File: src/rtl/ex_mem_stage.sv
// EX/MEM boundary: 2-entry skid buffer toward memory,
// branch/jump resolution and registered PC redirect.
module ex_mem_stage #(
  parameter int DATA_WIDTH     = 32,
  parameter int REG_ADDR_WIDTH = 5
) (
  input  logic                      clk,
  input  logic                      reset,
  input  logic                      ex_valid,
  output logic                      ex_ready,
  input  logic [DATA_WIDTH-1:0]     ALUResult,
  input  logic [DATA_WIDTH-1:0]     ex_store_data,
  input  logic [DATA_WIDTH-1:0]     ex_pc_plus4,
  input  logic [DATA_WIDTH-1:0]     ex_branch_target,
  input  logic [REG_ADDR_WIDTH-1:0] ex_rd,
  input  logic                      ex_reg_write,
  input  logic                      ex_mem_read,
  input  logic                      ex_mem_write,
  input  logic                      ex_branch,
  input  logic                      ex_jump,
  input  logic [2:0]                ex_funct3,
  input  logic                      flush,
  output logic                      mem_valid,
  input  logic                      mem_ready,
  output logic [DATA_WIDTH-1:0]     mem_result,
  output logic [DATA_WIDTH-1:0]     mem_store_data,
  output logic [REG_ADDR_WIDTH-1:0] mem_rd,
  output logic [2:0]                mem_funct3,
  output logic                      mem_reg_write,
  output logic                      mem_mem_read,
  output logic                      mem_mem_write,
  output logic                      pc_redirect,
  output logic [DATA_WIDTH-1:0]     pc_target,
  output logic                      fwd_valid,
  output logic [REG_ADDR_WIDTH-1:0] fwd_rd,
  output logic [DATA_WIDTH-1:0]     fwd_data
);

  typedef struct packed {
    logic [DATA_WIDTH-1:0]     result;
    logic [DATA_WIDTH-1:0]     store_data;
    logic [REG_ADDR_WIDTH-1:0] rd;
    logic [2:0]                funct3;
    logic                      reg_write;
    logic                      mem_read;
    logic                      mem_write;
  } ex_mem_t;

  ex_mem_t               out_q, out_d;
  ex_mem_t               skid_q, skid_d;
  ex_mem_t               new_entry;
  logic                  out_v_q, out_v_d;
  logic                  skid_v_q, skid_v_d;
  logic                  redirect_q, redirect_d;
  logic [DATA_WIDTH-1:0] target_q, target_d;
  logic                  squash;
  logic                  accept;
  logic                  drain;
  logic                  taken;

  assign ex_ready = !skid_v_q;
  assign squash   = redirect_q;
  assign accept   = ex_valid & ex_ready & !flush & !squash;
  assign drain    = out_v_q & mem_ready;
  assign taken    = ex_jump | (ex_branch & ALUResult[0]);

  always_comb begin
    new_entry.result     = ex_jump ? ex_pc_plus4 : ALUResult;
    new_entry.store_data = ex_store_data;
    new_entry.rd         = ex_rd;
    new_entry.funct3     = ex_funct3;
    new_entry.reg_write  = ex_reg_write & !ex_branch;
    new_entry.mem_read   = ex_mem_read & !ex_branch;
    new_entry.mem_write  = ex_mem_write & !ex_branch;
  end

  always_comb begin
    out_d      = out_q;
    skid_d     = skid_q;
    out_v_d    = out_v_q;
    skid_v_d   = skid_v_q;
    redirect_d = 1'b0;
    target_d   = target_q;
    unique case (1'b1)
      flush: begin
        out_v_d  = 1'b0;
        skid_v_d = 1'b0;
      end
      default: begin
        if (drain) begin
          out_v_d = skid_v_q;
          if (skid_v_q) begin
            out_d    = skid_q;
            skid_v_d = 1'b0;
          end
        end
        if (accept) begin
          if (!out_v_d) begin
            out_d   = new_entry;
            out_v_d = 1'b1;
          end else begin
            skid_d   = new_entry;
            skid_v_d = 1'b1;
          end
          if (taken) begin
            redirect_d = 1'b1;
            target_d   = ex_branch_target;
          end
        end
      end
    endcase
  end

  always_ff @(posedge clk) begin
    if (!reset) begin
      out_q      <= '0;
      skid_q     <= '0;
      out_v_q    <= 1'b0;
      skid_v_q   <= 1'b0;
      redirect_q <= 1'b0;
      target_q   <= '0;
    end else begin
      out_q      <= out_d;
      skid_q     <= skid_d;
      out_v_q    <= out_v_d;
      skid_v_q   <= skid_v_d;
      redirect_q <= redirect_d;
      target_q   <= target_d;
    end
  end

  assign mem_valid      = out_v_q;
  assign mem_result     = out_q.result;
  assign mem_store_data = out_q.store_data;
  assign mem_rd         = out_q.rd;
  assign mem_funct3     = out_q.funct3;
  assign mem_reg_write  = out_v_q & out_q.reg_write;
  assign mem_mem_read   = out_v_q & out_q.mem_read;
  assign mem_mem_write  = out_v_q & out_q.mem_write;

  assign pc_redirect = redirect_q & !flush;
  assign pc_target   = target_q;

  assign fwd_valid = mem_valid & mem_reg_write & (mem_rd != '0);
  assign fwd_rd    = mem_rd;
  assign fwd_data  = mem_result;

endmodule

File: config.mk
export PLATFORM = sky130hd
export DESIGN_NAME = ex_mem_stage
export DESIGN_NICKNAME = d
export VERILOG_FILES = /design/src/rtl/ex_mem_stage.sv
export SDC_FILE = /design/constraint.sdc
export NUM_CORES = 1
export LEC_CHECK = 0
export ABC_CLOCK_PERIOD_IN_PS = 2200
export BUFFER_PORTS_ARGS = -buffer_cell sky130_fd_sc_hd__buf_2
export CAP_MARGIN = 20
export CORE_UTILIZATION = 46
export CTS_CLUSTER_SIZE = 28
export DETAILED_ROUTE_END_ITERATION = 7
export PLACE_DENSITY_LB_ADDON = 0.1
export REMOVE_ABC_BUFFERS = 1
export SKIP_CTS_REPAIR_TIMING = 1
export SYNTH_ARGS = -nofsm -noshare
export SYNTH_HDL_FRONTEND = slang
export SYNTH_SLANG_ARGS = --single-unit
export TNS_END_PERCENT = 5
File: constraint.sdc
create_clock -name clk -period 2.2 [get_ports clk]
set_input_delay 0.11 -clock clk [delete_from_list [all_inputs] [get_ports clk]]
set_output_delay 0.11 -clock clk [all_outputs]
set_load 0.02 [all_outputs]
Word-level counts from Yosys, hierarchy flattened
Cells that the tools add are included.
{"block": "totals", "reg_bits": 185, "input_bits": 146, "out_inout_bits": 148, "word_cells": 57}
{"block": "classes", "mux": 12, "n_bitwise": 18, "reduce_logical": 9}
{"operator": "$mux 75", "n": 4}
{"operator": "$mux 32", "n": 1}
{"operator": "$and 1x1->1", "n": 14}
{"operator": "$mux 1", "n": 7}
{"operator": "$reduce_and 3->1", "n": 2}
{"operator": "$reduce_bool 5->1", "n": 1}
{"operator": "$logic_not 1->1", "n": 4}
{"operator": "$not 1->1", "n": 3}
{"operator": "$reduce_or 3->1", "n": 1}
{"operator": "$reduce_or 2->1", "n": 1}
{"operator": "$or 1x1->1", "n": 1}

Logic depth before layout (Yosys ltp)
Gate-level depths: netlist (run 1).
{"block": "logic_depth", "word_depth": 6, "ltp_mapped": 6, "mapped_depth_nobuf": 3}

Worst setup path before layout (run 1)
OpenSTA, ideal clock, no wires.
{"block": "synth_path", "path_kind": "register to register", "startpoint": "reg skid_v_q", "endpoint": "reg out_q (netlist bit fwd_data[3])", "setup_time_ps": 81, "arrival_time_ps": 1795, "required_ps": 2119, "setup_slack_ps": 324, "path_stages_with_launch": 6, "path_buffers": 2, "period_less_slack_ps": 1876, "path_cell_list": "dfxtp_1 > or4b_4 > buf_6 > clkbuf_2 > or4_1 > a41oi_1"}
{"block": "synth_via", "elab_chain_len": 5, "word_cells_on_any_way": 10, "classes_between": "mux: 6; bitwise: 3; reduce/logical: 1"}
{"element": "start: declaration", "line": "53", "source": "logic skid_v_q, skid_v_d;"}
{"element": "start signal: assignment", "line": "126", "source": "skid_v_q <= skid_v_d;"}
{"element": "$logic_not 1->1", "line": "61", "source": "assign ex_ready = !skid_v_q;"}
{"element": "$and 1x1->1 (3 in a row)", "line": "63", "source": "assign accept = ex_valid & ex_ready & !flush & !squash;"}
{"element": "$mux 75 *", "line": "97", "source": "if (accept) begin"}
{"element": "end signal: assignment", "line": "123", "source": "out_q <= out_d;"}
{"element": "end: declaration", "line": "49", "source": "ex_mem_t out_q, out_d;"}
Mark *: on every way between the ends. The rest lies on a longest branch, timed or not. The select of a mux whose other input is x is not followed.
A chain may end at the register's enable or synchronous reset.

Worst setup path after layout (run 1)
{"block": "layout_path", "startpoint": "reg redirect_q", "endpoint": "reg out_q (netlist bit fwd_data[31])"}
{"block": "layout_via", "elab_chain_len": 3}
{"element": "start: declaration", "line": "54", "source": "logic redirect_q, redirect_d;"}
{"element": "start signal: assignment", "line": "127", "source": "redirect_q <= redirect_d;"}
{"element": "$logic_not 1->1", "line": "63"}
{"element": "$and 1x1->1", "line": "63"}
{"element": "$mux 75", "line": "97"}
No other way between the ends.

==> results.ini, run 1 <==
[synthesis]
yosys_warnings = 0
synthXorXnorAreaFrac_pct = 0
synth_mux_area_share_pct = 3.28
ys_ff_latch = 185
synth-simple-area-share_pct = 20.0
synth.avg_cell_area_um2 = 8.44
synthAdderAreaFrac_pct = 0
synth_compound_area_share_pct = 24.7
synth_area_leaders = dfxtp_1 (38%), buf_4 (8.4%), a41oi_1 (6.7%), nand3b_1 (5.8%), o211ai_1 (5.8%)
synth-seq-area-share_pct = 38.0
syn-instance-count = 1155
syn_area_mm2 = 0.00975
synth_top_family_by_area = compound AO/OA/AOI/OAI gates
synth_cell_type_count = 31
synth_area_leader_cell = dfxtp_1
synth_top_area_share_pct = 38.0

[cts]
clkTransAtPathRegs_ns = 0.07
cts-buffers-inserted = 17
root_buffer = clkbuf_16
clockBufferDepth = 2
cts_tree = done
numClockSinks = 185
htree_levels = 4
worstSkewPairLatency_ns = 0.44

[critical_path]
endpoint = fwd_data[31]
rrSetupSlack_ns = 0.16
worstPathArrival_ns = 2.40
reg2reg_depth = 4
startpoint = redirect_q
cp-start-kind = flip-flop
worstSetupPathType = reg2reg
rr_endpoint = fwd_data[31]
r2r-start = redirect_q
critPathCaptureType = flip-flop
required_ns = 2.56
cp_max_fo = 107

[floorplanning]
pin_count = 294
start_util_pct = 47.6
dieHeight_um = 148
die-area_mm2 = 0.0218
core_mm2 = 0.0205
die_x_um = 148
row_count = 52

[global_routing]
grt_pass1_vias = 8022
grt_max_degree = 226
grt_pass1_wl_um = 42800
antenna_found_initial = 2
grt.total_usage_pct = 24.3
grt_overflow = 0

[sta]
drv_slew = 0
setup_viol = 0
min_period_ns = 2.04
skew_ns = 0.0102
fin_crit_sh_pct = 92.9
rsz0062_at_grt = no
tns_ns = 0
clock.fmax_mhz = 489
worst_slew_pin_slew_ns = 0.762
maxSlewHeadroom_pct = 49.2
hold_viol_final = 0
fin_ws_ns = 0.157

[finish]
drive_gt1_share_pct = 26.8
area_growth_pct = 22.1
final_nets = 1464

[job]
cap_violations = 0

[drt]
drcViolationCount = 0
drt_iter0_drc = 873
wl_per_cell_um = 17.3
wl_um = 27700
antenna_left = 0
first_pass_iters = 5
routed_via_density = 5.87
vias = 9406

[placed_design]
place_congestion = 0.746
io_buffers = 293
hpwl_um = 15600
dp_slack_ns = 0.252

[pwr]
leakagePower_uw = 0.00436
power_density_mw_per_mm2 = 647
vdd_drop_max_v = 0.000546

[hold_path]
hold_class = in2reg

[outcome]
outcome = complete, no violations

==> power by group <==
group / switching [µW] / internal [µW] / total (µW) / leakage, µW
Clock: 1400 / 1600 / 3000 / 0.000278
Combinational: 678 / 488 / 1170 / 0.00259
Sequential: 85.7 / 3460 / 3540 / 0.00150
==> synthesized netlist by cell type (all sizes together) <==
master,number
a211oi,32
a21o,1
o21a,1
and2,3
buf,127
a41oi,75
dfxtp,185
a21oi,109
nand2,76
nor2b,2
and3,1
o211ai,75
nand4b,43
nand3,73
mux2i,32
nor2,3
nand4,3
nor3,1
o21ai,76
nand3b,75
a22oi,1
inv,3
nor4b,1
clkbuf,121
or4b,1
nand2b,2
or4,33
==> layer usage <==
metal | global-route usage, % | share of wire [%] | up-vias
li1 | - | - | 4566
met5 | 0 | 0.047 | -
met4 | 6.49 | 0.84 | 2
met2 | 39.2 | 49 | 333
met3 | 4.66 | 5.6 | 21
met1 | 33.0 | 45 | 4484
==> registers in the layout, indices dropped and copies added (netlist names) <==
name	cells
pc_target	32
out_q	3
skid_v_q	1
mem_store_data	32
redirect_q	1
fwd_rd	5
mem_funct3	3
mem_valid	1
skid_q	75
fwd_data	32
==> placed cells by master (no fill, tap or decap), types with 13 or more instances in the layout <==
master / count
a21oi_1: 108
dfxtp_1: 185
nand2_1: 76
a211oi_1: 32
buf_2: 292
o21ai_0: 76
a41oi_1: 75
nand3b_1: 75
o211ai_1: 75
dlygate4sd3_1: 75
clkbuf_16: 17
or4_1: 33
nand3_1: 72
nand4b_1: 43
buf_12: 13
mux2i_1: 32
==> kinds of logic after synthesis <==
family / after synthesis
AO/OA/AOI/OAI: 370
buffers and inverters: 251
flip-flops: 185
multiplexers: 32
AND/OR/NAND/NOR: 317
==> worst min-delay path by stage <==
stage | from | end | cells past startpoint
2_1_floorplan | ex_branch_target[0] | pc_target[0] | 2
3_3_place_gp | ex_branch_target[10] | pc_target[10] | 3
3_5_place_dp | ex_branch_target[26] | pc_target[26] | 3
4_1_cts | ex_branch_target[26] | pc_target[26] | 3
5_1_grt | reset | mem_valid | 3
6_report | reset | mem_valid | 3
==> layout make-up <==
cell class | count | area, µm²
inverter | 3 | 16.3
timing repair buffer | 392 | 2560
clock buffer | 19 | 443
tap | 270 | 338
clock inverter | 13 | 119
multi-input combinational | 719 | 4720
fill | 1857 | 8590
sequential | 185 | 3700
antenna | 1 | 2.50
==> through the flow <==
stage                     power, µW  area (µm²)  util, %  hold WS, ns  cells
after CTS                      7680       11200     54.4       -0.104   1526
after detailed placement       4680       10600     51.7        0.369   1494
final                          7710       11900     58.1       0.0185   1602
after floorplan                4160        8400        -        0.258    907
after global routing           8040       11900     58.1       0.0189   1602
after global placement         4670       10600     51.7        0.364   1494
==> worst max-delay path: stages, from the launching register on <==
cell and delay (ns):
dfxtp_1 0.34, or4b_4 0.53, buf_12 0.22, or4_1 0.59, a41oi_1 0.18
Power figures use the tool's default switching activity.
==> run 2: changes to the inputs <==
Settings changed: ABC_CLOCK_PERIOD_IN_PS 2200 to 2500.
Clock period 2.2 ns to 2.5 ns, I/O delays scaled along.
==> results.ini, run 2 (synthesis results as in run 1) <==
[floorplanning]
core_mm2 = 0.0205  ; unchanged
die_x_um = 148  ; unchanged
die-area_mm2 = 0.0218  ; unchanged
row_count = 52  ; unchanged
dieHeight_um = 148  ; unchanged
pin_count = 294  ; unchanged
start_util_pct = 47.6  ; unchanged

[global_routing]
grt_max_degree = 158  ; -30%
antenna_found_initial = 0  ; -2
grt_pass1_vias = 8288  ; +3.3%
grt_pass1_wl_um = 43400  ; +1.6%
grt.total_usage_pct = 24.4  ; +0.18 points
grt_overflow = 0  ; unchanged

[critical_path]
worstSetupPathType = reg2reg
cp-start-kind = flip-flop
reg2reg_depth = 4  ; unchanged
required_ns = 2.86  ; +0.30 ns
worstPathArrival_ns = 2.57  ; +0.17 ns
critPathCaptureType = flip-flop
cp_max_fo = 157  ; +47%

[outcome]
outcome = complete, no violations

[sta]
hold_viol_final = 0  ; unchanged
maxSlewHeadroom_pct = 44.5  ; -4.7 points
worst_slew_pin_slew_ns = 0.832  ; +0.0706 ns
setup_viol = 0  ; unchanged
clock.fmax_mhz = 453  ; -7.5%
fin_crit_sh_pct = 88.4  ; -4.5 points
rsz0062_at_grt = no
whs_ns = 0.0423  ; +0.0238 ns
min_period_ns = 2.21  ; +0.166 ns
drv_slew = 0  ; unchanged
fin_ws_ns = 0.291  ; +0.134 ns
skew_ns = 0.0122  ; +0.00195 ns

[finish]
n_antenna_cell = 0  ; -1
fillCellCount = 1869  ; +0.65%
final_nets = 1463  ; -0.068%
drive_gt1_share_pct = 26.8  ; about the same
final_cell_mix = buf_2 (292), dfxtp_1 (185), a21oi_1 (108)
area_growth_pct = 21.9
largest_reg_flops = 75  ; unchanged
final_common_cell = buf_2
regMostFlops = skid_q

[cts]
cts_tree = done
root_buffer = clkbuf_16
htree_levels = 4  ; unchanged
cts-buffers-inserted = 17  ; unchanged
numClockSinks = 185  ; unchanged
clkTransAtPathRegs_ns = 0.07  ; about the same
worstSkewPairLatency_ns = 0.44  ; about the same
clockBufferDepth = 2  ; unchanged

[drt]
drcViolationCount = 0  ; unchanged
drt_iter0_drc = 759  ; -13%
wl_per_cell_um = 17.4  ; +0.47%
wl_um = 27800  ; +0.34%
antenna_left = 0  ; unchanged
first_pass_iters = 5  ; unchanged
routed_via_density = 5.83  ; -0.68%
vias = 9330  ; -0.81%

[hold_path]
whs_path_depth = 3  ; unchanged
hold_class = in2reg

[placed_design]
dp_slack_ns = 0.401  ; +0.149 ns
place_congestion = 0.741  ; -0.66%
hpwl_um = 15900  ; +2.1%
io_buffers = 293  ; unchanged

[job]
cap_violations = 0  ; unchanged

[pwr]
leakagePower_uw = 0.00435  ; -0.31%
power_density_mw_per_mm2 = 575  ; -11%
power_uw = 6840  ; -11%
vdd_drop_max_v = 0.000465  ; -15%

[run 2: changes by cell type in the layout (fill, tap and decap cells not counted), sizes merged]
| cell | change |
|---|---|
| inv | +6 |
| clkinv | -5 |
| clkbuf | -2 |
| buf | -1 |
| clkinvlp | +1 |
| diode | -1 |
[run 2: power by group]
| part | internal, µW | leakage [µW] | switching [µW] | total (µW) |
|---|---|---|---|---|
| clock network | 1410 | 0.000281 | 1280 | 2700 |
| registers | 3040 | 0.00150 | 77.4 | 3120 |
| logic | 427 | 0.00257 | 596 | 1020 |
[run 2: path summary, 6_finish.rpt]
check	slack [ns]	startpoint	endpoint
max	0.29	skid_v_q	fwd_data[31]
min reg2reg	0.47	pc_target[17]	pc_target[17]
max reg2reg	0.29	skid_v_q	fwd_data[31]
min	0.04	reset	redirect_q
[run 2: metrics by stage]
stage	std cells	instance area (µm²)	util, %	TNS [ns]
after global routing	1600	11900	58.0	0
after global placement	1493	10600	51.5	0
after detailed placement	1493	10600	51.5	0
after CTS	1525	11100	54.3	0
final	1600	11900	58.0	0
after floorplan	907	8400	-	-803.68
[run 2: critical path, stage by stage (launching register included)]
cell	delay, ns
dfxtp_1	0.41
or4b_4	0.56
buf_12	0.28
or4_1	0.60
a41oi_1	0.18
[run 2: per-layer routing]
metal | track usage [%] | vias up | routed length [µm]
met5 | 0 | - | 0
met4 | 6.91 | 0 | 400
met3 | 4.41 | 31 | 1390
met2 | 39.4 | 320 | 13300
met1 | 33.4 | 4422 | 12700
li1 | - | 4557 | -
[run 2: area by class of cell]
type	count	area, µm²	area share [%]
Clock inverter	15	154	1.29
Sequential cell	185	3700	31.2
Clock buffer	17	425	3.58
Timing Repair Buffer	391	2530	21.3
Inverter	3	16.3	0.137
Tap cell	270	338	2.84
Multi-Input combinational cell	719	4720	39.7
==> run 3: changes to the inputs <==
Settings changed: CORE_ASPECT_RATIO set to 2.
==> results.ini, run 3 (synthesis results as in run 1) <==
[sta]
setup_viol = 0  ; unchanged
rsz0062_at_grt = no
tns_ns = 0  ; unchanged
hold_viol_final = 1  ; +1
clock.fmax_mhz = 490  ; +8.2%
maxSlewHeadroom_pct = 47.2  ; +2.7 points
min_period_ns = 2.04  ; -0.168 ns
worst_slew_pin_slew_ns = 0.792  ; -0.0407 ns
drv_slew = 0  ; unchanged
whs_ns = -0.0335  ; -0.0758 ns
fin_crit_sh_pct = 81.7  ; -6.7 points
skew_ns = 0.00769  ; -0.00449 ns

[finish]
final_nets = 1464  ; +0.068%
final_common_cell = buf_2
drive_gt1_share_pct = 26.8  ; unchanged
largest_reg_flops = 75  ; unchanged
n_antenna_cell = 0  ; unchanged
area_growth_pct = 22.7
regMostFlops = skid_q
fin_cells = 1599  ; -0.063%
final_cell_mix = buf_2 (292), dfxtp_1 (185), a21oi_1 (108)

[critical_path]
slowest_stage = or4b_4
cp-start-kind = flip-flop
cp_cell_sequence = or4b_4 > buf_12 > or4_1 > a41oi_1
reg2reg_depth = 4  ; unchanged
worstSetupPathType = reg2reg
cp_max_fo = 50  ; -68%
required_ns = 2.86  ; about the same
worstPathArrival_ns = 2.40  ; -0.17 ns
rr_endpoint = fwd_data[29]
critPathMaxStageDelay_ns = 0.61  ; about the same
rrSetupSlack_ns = 0.46  ; +0.17 ns
r2r-start = skid_v_q
critPathCaptureType = flip-flop

[placed_design]
hpwl_um = 17400  ; +9.1%
placed_cells = 1494  ; +0.067%
place_congestion = 0.809  ; +9.1%
io_buffers = 293  ; unchanged

[cts]
clockBufferDepth = 2  ; unchanged
numClockSinks = 185  ; unchanged
worstSkewPairLatency_ns = 0.45  ; about the same
cts_tree = done
root_buffer = clkbuf_16
clkTransAtPathRegs_ns = 0.07  ; about the same
cts-buffers-inserted = 17  ; unchanged
htree_levels = 4  ; unchanged

[pwr]
p_seq_share_pct = 44.4  ; -1.2 points
power_uw = 7040  ; +2.9%
power_density_mw_per_mm2 = 588  ; +2.2%
cell_internal_pwr_uw = 5200  ; +6.5%
clkPwrFrac_pct = 40.9  ; +1.5 points
swShare_pct = 26.1  ; -2.5 points
vdd_drop_max_v = 0.000476  ; +2.5%
leakagePower_uw = 0.00440  ; +1.0%
power.switching_uw = 1840  ; -6.1%
p_comb_share_pct = 14.7  ; -0.3 points

[global_routing]
grt_pass1_wl_um = 44500  ; +2.5%
antenna_found_initial = 0  ; unchanged
grt_pass1_vias = 8544  ; +3.1%
grt_overflow = 0  ; unchanged
grt_max_degree = 226  ; +43%
grt.total_usage_pct = 25.4  ; +0.92 points

[hold_path]
min_from = ex_store_data[23]
hold_class = in2reg
whs_endpoint = skid_q[34]
whs_path_depth = 3  ; unchanged

[outcome]
outcome = finished, violations left
failed_checks = hold timing

[floorplanning]
dieHeight_um = 208  ; +41%
pin_count = 294  ; unchanged
die_x_um = 105  ; -29%
row_count = 75  ; +44%
core_mm2 = 0.0209  ; +2.1%
die-area_mm2 = 0.0218  ; +0.16%
start_util_pct = 46.6  ; -0.98 points

[drt]
drt_iter0_drc = 595  ; -22%
wl_per_cell_um = 18.0  ; +3.8%
vias = 9480  ; +1.6%
wl_um = 28800  ; +3.7%
routed_via_density = 5.93  ; +1.7%
drcViolationCount = 0  ; unchanged
antenna_left = 0  ; unchanged
first_pass_iters = 5  ; unchanged

[job]
cap_violations = 0  ; unchanged

[run 3: cell types whose count changed in the layout (fill, tap and decap cells not counted), sizes merged]
cell | previous run | this run
clkinvlp | 2 | 1
clkbuf | 17 | 24
dlygate4sd3 | 75 | 74
buf | 316 | 318
bufinv | 1 | 3
inv | 12 | 3
[run 3: critical path: cells and delay by family (launching register included)]
kind,cells,cell delay [ns]
compound gates,1,0.18
simple gates,2,1.14
flops,1,0.40
buf+inv,1,0.21
[run 3: cell type report]
cell class / count / area (µm²)
Inverter: 3 / 16.3
Fill cell: 1945 / 8960
Clock buffer: 24 / 512
Sequential cell: 185 / 3700
Tap cell: 269 / 337
Multi-Input combinational cell: 719 / 4720
Clock inverter: 7 / 113
Timing Repair Buffer: 392 / 2560
[run 3: stage by stage]
step / worst slack [ns] / util, % / instance area (µm²)
3_3_place_gp: 0.523 / 50.7 / 10600
4_1_cts: 0.459 / 53.7 / 11200
3_5_place_dp: 0.489 / 50.7 / 10600
2_1_floorplan: -4.61 / - / 8400
6_report: 0.459 / 57.2 / 12000
5_1_grt: 0.366 / 57.2 / 12000
[run 3: worst max path at each step]
stage                     startpoint           end  slack [ns]  cells after the start
final                       skid_v_q  fwd_data[29]        0.46                      4
after global routing        skid_v_q  fwd_data[28]        0.37                      4
after CTS                   skid_v_q  fwd_data[13]        0.46                      4
after detailed placement    skid_v_q  fwd_data[29]        0.49                      4
after global placement      skid_v_q   fwd_data[8]        0.52                      4
after floorplan             skid_v_q      skid_v_q       -4.61                      3
[run 3: power groups by stage]
| stage | Sequential, µW | Clock, µW | Combinational [µW] |
|---|---|---|---|
| global route | 3130 | 3040 | 1110 |
| global placement | 3190 | 0 | 939 |
| finish | 3120 | 2880 | 1040 |
| CTS | 3120 | 2950 | 948 |
| detailed placement | 3190 | 0 | 946 |
| floorplan | 3320 | 0 | 335 |
[run 3: metal layers]
| metal | part of all wire (%) | global-route usage (%) | up-vias | wire, µm |
|---|---|---|---|---|
| li1 | - | - | 4556 | - |
| met1 | 41 | 30.1 | 4592 | 11900 |
| met2 | 53 | 44.7 | 291 | 15200 |
| met3 | 3.7 | 4.51 | 41 | 1070 |
| met4 | 2.3 | 10.2 | 0 | 664 |
| met5 | 0 | 0 | - | 0 |
